## src/rtl/seq_datapath.sv

```systemverilog
// Multi-cycle lab processor: run-time loadable program RAM, FETCH/EXEC sequencer,
// 32-entry register file with hardwired r0, and a small ALU.
module seq_datapath #(
   parameter int unsigned DATA_W     = 32,
   parameter int unsigned PROG_DEPTH = 8,
   parameter int unsigned PC_W       = $clog2(PROG_DEPTH),
   parameter bit          WRAP       = 1'b0
) (
   input  logic              clk,
   input  logic              reset,
   input  logic              prog_we,
   input  logic [PC_W-1:0]   prog_addr,
   input  logic [31:0]       prog_data,
   input  logic              start,
   input  logic              step_mode,
   input  logic              step,
   output logic              busy,
   output logic              done,
   output logic [PC_W-1:0]   pc,
   output logic [DATA_W-1:0] result,
   output logic              result_valid,
   output logic [4:0]        wb_addr
);

   localparam int unsigned INSTR_W = 32;
   localparam int unsigned REG_N   = 32;
   localparam int unsigned RADDR_W = 5;

   localparam logic [2:0] OP_NOP  = 3'b000;
   localparam logic [2:0] OP_HALT = 3'b001;
   localparam logic [2:0] OP_ADD  = 3'b010;
   localparam logic [2:0] OP_SUB  = 3'b011;
   localparam logic [2:0] OP_SHL  = 3'b100;
   localparam logic [2:0] OP_SHR  = 3'b101;
   localparam logic [2:0] OP_ADDI = 3'b110;
   localparam logic [2:0] OP_SUBI = 3'b111;

   typedef enum logic [2:0] {
      S_IDLE  = 3'd0,
      S_FETCH = 3'd1,
      S_EXEC  = 3'd2,
      S_PAUSE = 3'd3,
      S_DONE  = 3'd4
   } state_t;

   state_t              state_q, state_d;
   logic [PC_W-1:0]     pc_q, pc_d;
   logic [INSTR_W-1:0]  ir_q, ir_d;
   logic [DATA_W-1:0]   result_q, result_d;
   logic                result_valid_q, result_valid_d;
   logic [RADDR_W-1:0]  wb_addr_q, wb_addr_d;
   logic                busy_q, busy_d;
   logic                done_q, done_d;

   logic [INSTR_W-1:0]  ram_q [PROG_DEPTH];
   logic [DATA_W-1:0]   rf_q  [REG_N];

   logic [2:0]          op;
   logic [RADDR_W-1:0]  rd, rs1, rs2;
   logic [DATA_W-1:0]   opa, opb, imm, alu;
   logic                writes, rf_we, ram_we;

   // Instruction decode and operand fetch; r0 always reads as zero
   assign op     = ir_q[31:29];
   assign rd     = ir_q[28:24];
   assign rs1    = ir_q[23:19];
   assign rs2    = ir_q[18:14];
   assign imm    = DATA_W'(ir_q[18:0]);
   assign opa    = (rs1 == '0) ? '0 : rf_q[rs1];
   assign opb    = (rs2 == '0) ? '0 : rf_q[rs2];
   assign writes = op[2] | op[1];
   assign rf_we  = (state_q == S_EXEC) && writes && (rd != '0);
   assign ram_we = prog_we && ((state_q == S_IDLE) || (state_q == S_DONE));

   // ALU; shift amounts of DATA_W or more shift everything out
   always_comb begin
      alu = '0;
      case (op)
         OP_NOP:  alu = '0;
         OP_HALT: alu = '0;
         OP_ADD:  alu = opa + opb;
         OP_SUB:  alu = opa - opb;
         OP_SHL:  alu = opa << opb;
         OP_SHR:  alu = opa >> opb;
         OP_ADDI: alu = opa + imm;
         OP_SUBI: alu = opa - imm;
      endcase
   end

   // Sequencer next-state and registered-output logic
   always_comb begin
      state_d        = state_q;
      pc_d           = pc_q;
      ir_d           = ir_q;
      result_d       = result_q;
      result_valid_d = 1'b0;
      wb_addr_d      = wb_addr_q;
      busy_d         = 1'b0;
      done_d         = 1'b0;
      unique case (state_q)
         S_IDLE, S_DONE: begin
            if (start) begin
               state_d = S_FETCH;
               pc_d    = '0;
            end
         end
         S_FETCH: begin
            ir_d    = ram_q[pc_q];
            state_d = S_EXEC;
         end
         S_EXEC: begin
            if (writes) begin
               result_d       = alu;
               wb_addr_d      = rd;
               result_valid_d = 1'b1;
            end
            if (op == OP_HALT) begin
               state_d = S_DONE;
            end else if (!WRAP && (pc_q == PC_W'(PROG_DEPTH - 1))) begin
               state_d = S_DONE;
            end else begin
               pc_d    = pc_q + PC_W'(1);
               state_d = step_mode ? S_PAUSE : S_FETCH;
            end
         end
         S_PAUSE: begin
            if (step) state_d = S_FETCH;
         end
         default: state_d = S_IDLE;
      endcase
      busy_d = (state_d == S_FETCH) || (state_d == S_EXEC) || (state_d == S_PAUSE);
      done_d = (state_d == S_DONE);
   end

   always_ff @(posedge clk) begin
      if (reset) begin
         state_q        <= S_IDLE;
         pc_q           <= '0;
         ir_q           <= '0;
         result_q       <= '0;
         result_valid_q <= 1'b0;
         wb_addr_q      <= '0;
         busy_q         <= 1'b0;
         done_q         <= 1'b0;
         for (int i = 0; i < REG_N; i++) rf_q[i] <= '0;
      end else begin
         state_q        <= state_d;
         pc_q           <= pc_d;
         ir_q           <= ir_d;
         result_q       <= result_d;
         result_valid_q <= result_valid_d;
         wb_addr_q      <= wb_addr_d;
         busy_q         <= busy_d;
         done_q         <= done_d;
         if (rf_we) rf_q[rd] <= alu;
      end
   end

   // Program RAM survives reset so a reloaded run can follow an abort
   always_ff @(posedge clk) begin
      if (ram_we) ram_q[prog_addr] <= prog_data;
   end

   assign busy         = busy_q;
   assign done         = done_q;
   assign pc           = pc_q;
   assign result       = result_q;
   assign result_valid = result_valid_q;
   assign wb_addr      = wb_addr_q;

endmodule

```

## config.mk

```make
export PLATFORM = sky130hd
export DESIGN_NAME = seq_datapath
export DESIGN_NICKNAME = d
export VERILOG_FILES = /design/src/rtl/seq_datapath.sv
export SDC_FILE = /design/constraint.sdc
export NUM_CORES = 2
export LEC_CHECK = 0
export CAP_MARGIN = 25
export CORE_MARGIN = 2
export CORE_UTILIZATION = 55
export DETAILED_ROUTE_END_ITERATION = 16
export HOLD_SLACK_MARGIN = 0.06
export PLACE_DENSITY_LB_ADDON = 0.3
export RECOVER_POWER = 50
export SLEW_MARGIN = 20
export SYNTH_ARGS = -nofsm -noshare
export SYNTH_HDL_FRONTEND = slang
export SYNTH_SLANG_ARGS = --single-unit
```

## constraint.sdc

```tcl
create_clock -name clk -period 16.1 [get_ports clk]
set_clock_uncertainty 0.15 [all_clocks]
set_input_delay 2.415 -clock clk [delete_from_list [all_inputs] [get_ports clk]]
set_output_delay 2.415 -clock clk [all_outputs]
set_load 0.005 [all_outputs]
```

# After elaboration in Yosys (flattened, before gate mapping)
# Memory sizes are Yosys's and may differ from the RTL's. A register that Yosys moved wholly into a read port is not among the register bits.
# Cells that the tools add are included.
totals:
  mem_bits_rw: 1280
  input_bits: 41
  output_inout_bits: 43
  ff_bits: 46
  memories: 2
mem_list:
  columns: ["memory", "depth", "word_bits", "read_ports", "rd_clocked_by_memory_dff", "wr", "line_no", "text"]
  rows:
  - ["rf_q", 32, 32, 2, 0, 32, "56", "logic [DATA_W-1:0] rf_q [REG_N];"]
  - ["ram_q", 8, 32, 1, 1, 1, "55", "logic [INSTR_W-1:0] ram_q [PROG_DEPTH];"]
op_classes:
  n_eq_ne: 19
  addsub: 5
  muxes: 24
  reduce_logical: 18
  shifts: 2
  bitwise: 2
ops:
  columns: ["op", "count"]
  rows:
  - ["case mux 32 bit (7 select lines)", 1]
  - ["two-way mux 32 bit", 3]
  - ["adder 32 x 19 -> 32 bit", 1]
  - ["adder 32 bit", 1]
  - ["OR reduction 32 bit", 1]
  - ["left shift 32 x 32 -> 32 bit", 1]
  - [">> shifter 32 x 32 -> 32 bit", 1]
  - ["subtractor 32 x 19 -> 32 bit", 1]
  - ["subtractor 32 bit", 1]
  - ["== test 3 bit (second input constant)", 7]
  - ["two-way mux 3 bit", 7]
  - ["== test 3 x 2 -> 1 bit (second input constant)", 6]
  - ["case mux 3 bit (4 select lines)", 1]
  - ["zero test 5 bit", 2]
  - ["== test 3 x 1 -> 1 bit (second input constant)", 3]
  - ["two-way mux 1 bit", 9]
  - ["zero test 3 bit", 2]
  - ["!= test 2 bit (second input constant)", 3]
  - ["case mux 3 bit (2 select lines)", 1]
  - ["OR reduction 2 bit", 3]
  - ["two-way mux 5 bit", 1]
  - ["nonzero test 5 bit", 1]
  - ["AND reduction 4 bit", 1]
  - ["adder 3 x 1 -> 3 bit (second input constant)", 1]
  - ["7 further kinds", 11]

# Depth between registers and ports, before layout
logic_depth:
  word_depth: 8
  mapped_depth: 34
  mapped_depth_nobuf: 23

# Least setup slack after synthesis
# Ideal clock, no wire load.
synth_timing:
  path_kind: "flip-flop to flip-flop"
  start: "register ir_q[14], read port of ram_q"
  end: "memory rf_q[12][28], data pin"
  stages_incl_launch_ff: 35
  slack_ns: 9.220
  setup_ns: 0.266
  required_time_ns: 15.684
  arrival_time_ns: 6.464
  period_less_slack_ns: 6.880
  cell_sequence: "dfxtp_1 > buf_6 > buf_6 > buf_6 > buf_6 > buf_6 > buf_6 > buf_6 > mux2i_1 > nor2_1 > o21a_1 > buf_4 > inv_2 > buf_4 > buf_4 > buf_2 > ha_1 > nand3_1 > nor3b_2 > nand2_1 > nor3_1 > xor2_1 > o22ai_1 > ha_1 > and3_1 > a221oi_1 > inv_1 > a2111oi_0 > a21oi_1 > a31oi_1 > o21ai_0 > mux2i_1 > nor4_2 > buf_2 > nor2_1"
synth_lines:
  columns: ["element", "line_no", "text"]
  rows:
  - ["start: declaration", "48", "logic [INSTR_W-1:0] ir_q, ir_d;"]
  - ["end: declaration", "56", null]

==> flow_summary.yaml <==
worst_hold_path:
  worstHoldStart: "wb_addr[0]"
  whs_endpoint: "wb_addr[0]"
  hold_depth: 2
  worstHoldPathType: "flop to flop"
clock_tree:
  cts_tree: "yes"
  insertion_delay_ns: 0.81
  clockBufferDepth: 3
  clk_transition_reported_paths_ns: 0.06
  cts_setup_buffers: 0
  postCtsHoldBufs: 0
  cts_resized: 0
  clock-sinks: 1358
  cts_buffers: 143
  clockRootBuffer: "clkbuf_16"
  htree_levels: 4
setup_path:
  cpPeakStageDelay_ns: 2.81
  end_kind: "flop"
  cp_top_family: "simple AND/OR/NAND/NOR gates"
  crit_chain: "clkbuf_1 > nor2_1 > and3_1 > nand2_1 > clkbuf_1 > nand2b_1"
  timing.rr.end: "result[28]"
  r2r-start: "ir_q[15]"
  r2r_cells: 24
  critPathKind: "input pin to flop"
  path_max_fanout: 34
  cp_common_cell: "clkbuf_1"
  path_buf_inv: 2
  crit_required_ns: 15.78
  rrSetupSlack_ns: 6.61
  critical_path.slowest_cell: "nand2b_1"
  worstPathArrival_ns: 10.12
  crit_path_start_kind: "input pin"
timing:
  setup_viol: 0
  fmax_mhz: 95.8
  timing.final.crit_share: 0.649
  worst-slew-pin-transition_ns: 3.91
  rsz0062_at_grt: "false"
  fin_ws_ns: 5.66
  hold_viol: 0
  fin_setup_tns_ns: 0
  whs_ns: 0.308
  relSlewSlack: -1.61
  post-route-min-period_ns: 10.44
  final_max_slew_viol_count: 1112
power_and_ir_drop:
  p_int_mw: 6.74
  power.density_mw_per_mm2: 128
  comb_power_share: 0.268
  clkPwrFrac: 0.327
  peakVddDrop_mv: 0.115
  power_frac_seq: 0.406
  power_mw: 10.1
  switching_share: 0.330
  p_sw_mw: 3.32
  leakagePower_nw: 25.4
drt:
  drc: 0
  via_per_inst: 7.24
  dr.pass1.iters: 6
  drt_iter0_drc: 9080
  vias: 51185
  routedWlPerCell_um: 35.7
  ant_nets: 0
  wl_um: 252000
die:
  design.core.area_mm2: 0.129
  die_y_um: 365
  ios: 84
  initial_core_util: 0.555
  placementRows: 132
  fp.dieW_um: 365
  die-area_mm2: 0.133
placement:
  dp_hpwl_um: 153000
  placed_area_mm2: 0.0742
  place_congestion: 0.966
  placed_cells: 6798
  io_buffers: 83
  post-place-ws_ns: 7.24
grt:
  gr-total-overflow: 0
  grt_pass1_vias: 50171
  grt_pass1_wl_um: 357000
  grt_usage: 0.379
  grt_max_degree: 95
  antenna_found_initial: 8
layout:
  instances_no_fill: 7067
  drive_above_1_share: 0.206
  stdcell_area_mm2: 0.0786
  final_cell_mix: "edfxtp_1 (1280), nor2_1 (1177), mux4_2 (546), mux2i_1 (297), nand2_1 (215)"
  regArea_mm2: 0.0400
  areaGrowthSynthToFinish_pct: 9.47
  multiInputGateArea_mm2: 0.0295
  fillers: 9872
  mostFrequentLayoutCell: "edfxtp_1"
  final_core_util: 0.607
  nets: 5280
logic_synthesis:
  synth-async-reset-ratio: 0
  synth_top_cell_by_area: "edfxtp_1"
  synth_cell_type_count: 99
  synth-edff-count: 1280
  synth_area_leaders: "edfxtp_1 (54%), mux4_2 (17%), nor2_1 (6.2%)"
  synth_area_per_cell_um2: 13.6
  ys_seq_area_frac: 0.557
  yosysWarningCount: 0
  yosys.area.top_type_share: 0.535
  synth-main-ff-cell: "edfxtp_1"
  ys_ff_latch: 1358
  synth_area_mm2: 0.0718
  syn_inst: 5269
run_status:
  status: "finished, violations left"
  violations: "capacitance limit, slew limit"
flow_run:
  maxCapViolCount: 35
[cell usage after synthesis (all sizes together), types with 12 or more instances]
| master | instances |
|---|---|
| a32oi | 16 |
| edfxtp | 1280 |
| dfxtp | 78 |
| a21oi | 128 |
| nand2 | 227 |
| a221oi | 33 |
| nand4 | 30 |
| o211ai | 15 |
| a211oi | 94 |
| o21ai | 56 |
| a21o | 35 |
| mux2 | 72 |
| xor2 | 32 |
| and3 | 16 |
| nor2b | 20 |
| xnor2 | 29 |
| buf | 296 |
| ha | 35 |
| nor2 | 1185 |
| mux2i | 297 |
| clkbuf | 212 |
| and2 | 24 |
| a31oi | 16 |
| nand2b | 45 |
| inv | 42 |
| nor3 | 42 |
| o221ai | 23 |
| o22a | 21 |
| mux4 | 546 |
| nor3b | 12 |
| o22ai | 47 |
| a221o | 16 |
| a22oi | 48 |
| nand3 | 48 |
[layout make-up]
| type | count | area share |
|---|---|---|
| Inverter | 42 | 0.00201 |
| Multi-Input combinational cell | 3392 | 0.375 |
| Clock buffer | 189 | 0.0486 |
| Tap cell | 1742 | 0.0277 |
| Timing Repair Buffer | 266 | 0.0274 |
| Sequential cell | 1358 | 0.509 |
| Antenna cell | 5 | 0.000159 |
| Clock inverter | 73 | 0.00968 |
[worst max-delay path by stage]
stage / start / cells after the start / to / slack, ns
after floorplan: ir_q[14] / 34 / rf_q[12][28] / 9.22
after global placement: ir_q[15] / 24 / rf_q[27][28] / 7.37
after detailed placement: ir_q[15] / 24 / rf_q[29][28] / 7.24
after CTS: ir_q[15] / 24 / rf_q[9][28] / 7.21
after global routing: reset / 6 / rf_q[15][20] / 6.17
final: reset / 6 / rf_q[15][24] / 5.66
[power groups by stage]
stage,Clock (mW),Sequential [mW],Combinational (mW)
2_1_floorplan,0,4.09,1.74
3_3_place_gp,0,4.13,2.59
3_5_place_dp,0,4.14,2.59
4_1_cts,3.29,4.07,2.60
5_1_grt,3.42,4.09,2.77
6_report,3.28,4.08,2.69
[per-layer routing]
| layer | GRT usage | wire, um |
|---|---|---|
| met3 | 0.104 | 34500 |
| met1 | 0.487 | 85100 |
| met4 | 0.259 | 20400 |
| met2 | 0.565 | 112000 |
| met5 | 0.000363 | 0 |
[flip-flops by register name (all words and copies together), names as in the netlist]
signal / cells
result: 32
busy: 1
rf_q: 1024
done: 1
ram_q: 256
state_q: 3
result_valid: 1
pc: 3
wb_addr: 5
ir_q: 32
[cell families after synthesis]
family	count (synthesis)	synth area share
multiplexers	915	0.224
AND/OR/NAND/NOR	1713	0.101
other	1	0.0000522
flip-flops	1358	0.557
XOR/XNOR	61	0.00744
AO/OA/AOI/OAI	635	0.0655
adder cells (fa/ha/maj)	36	0.00638
buffers and inverters	550	0.0388
[worst reg2reg max path, stage by stage, from the launching register on]
cell,delay (ns)
dfxtp_4,0.59
buf_4,0.61
buf_4,0.74
mux4_2,0.44
mux2_2,0.27
a221oi_1,1.12
nor2_1,0.39
nor4_2,0.49
nor3b_2,0.51
nand2_1,0.18
nor3_1,0.29
xor2_1,0.19
o22ai_1,0.10
ha_1,0.40
and3_1,0.22
a221oi_1,0.29
inv_1,0.12
a2111oi_0,0.40
a21oi_1,0.16
a31oi_1,0.31
o21ai_0,0.18
mux2i_1,0.18
nor4_4,0.27
buf_4,0.39
a211oi_1,0.18
(Power assumes the default switching activity.)
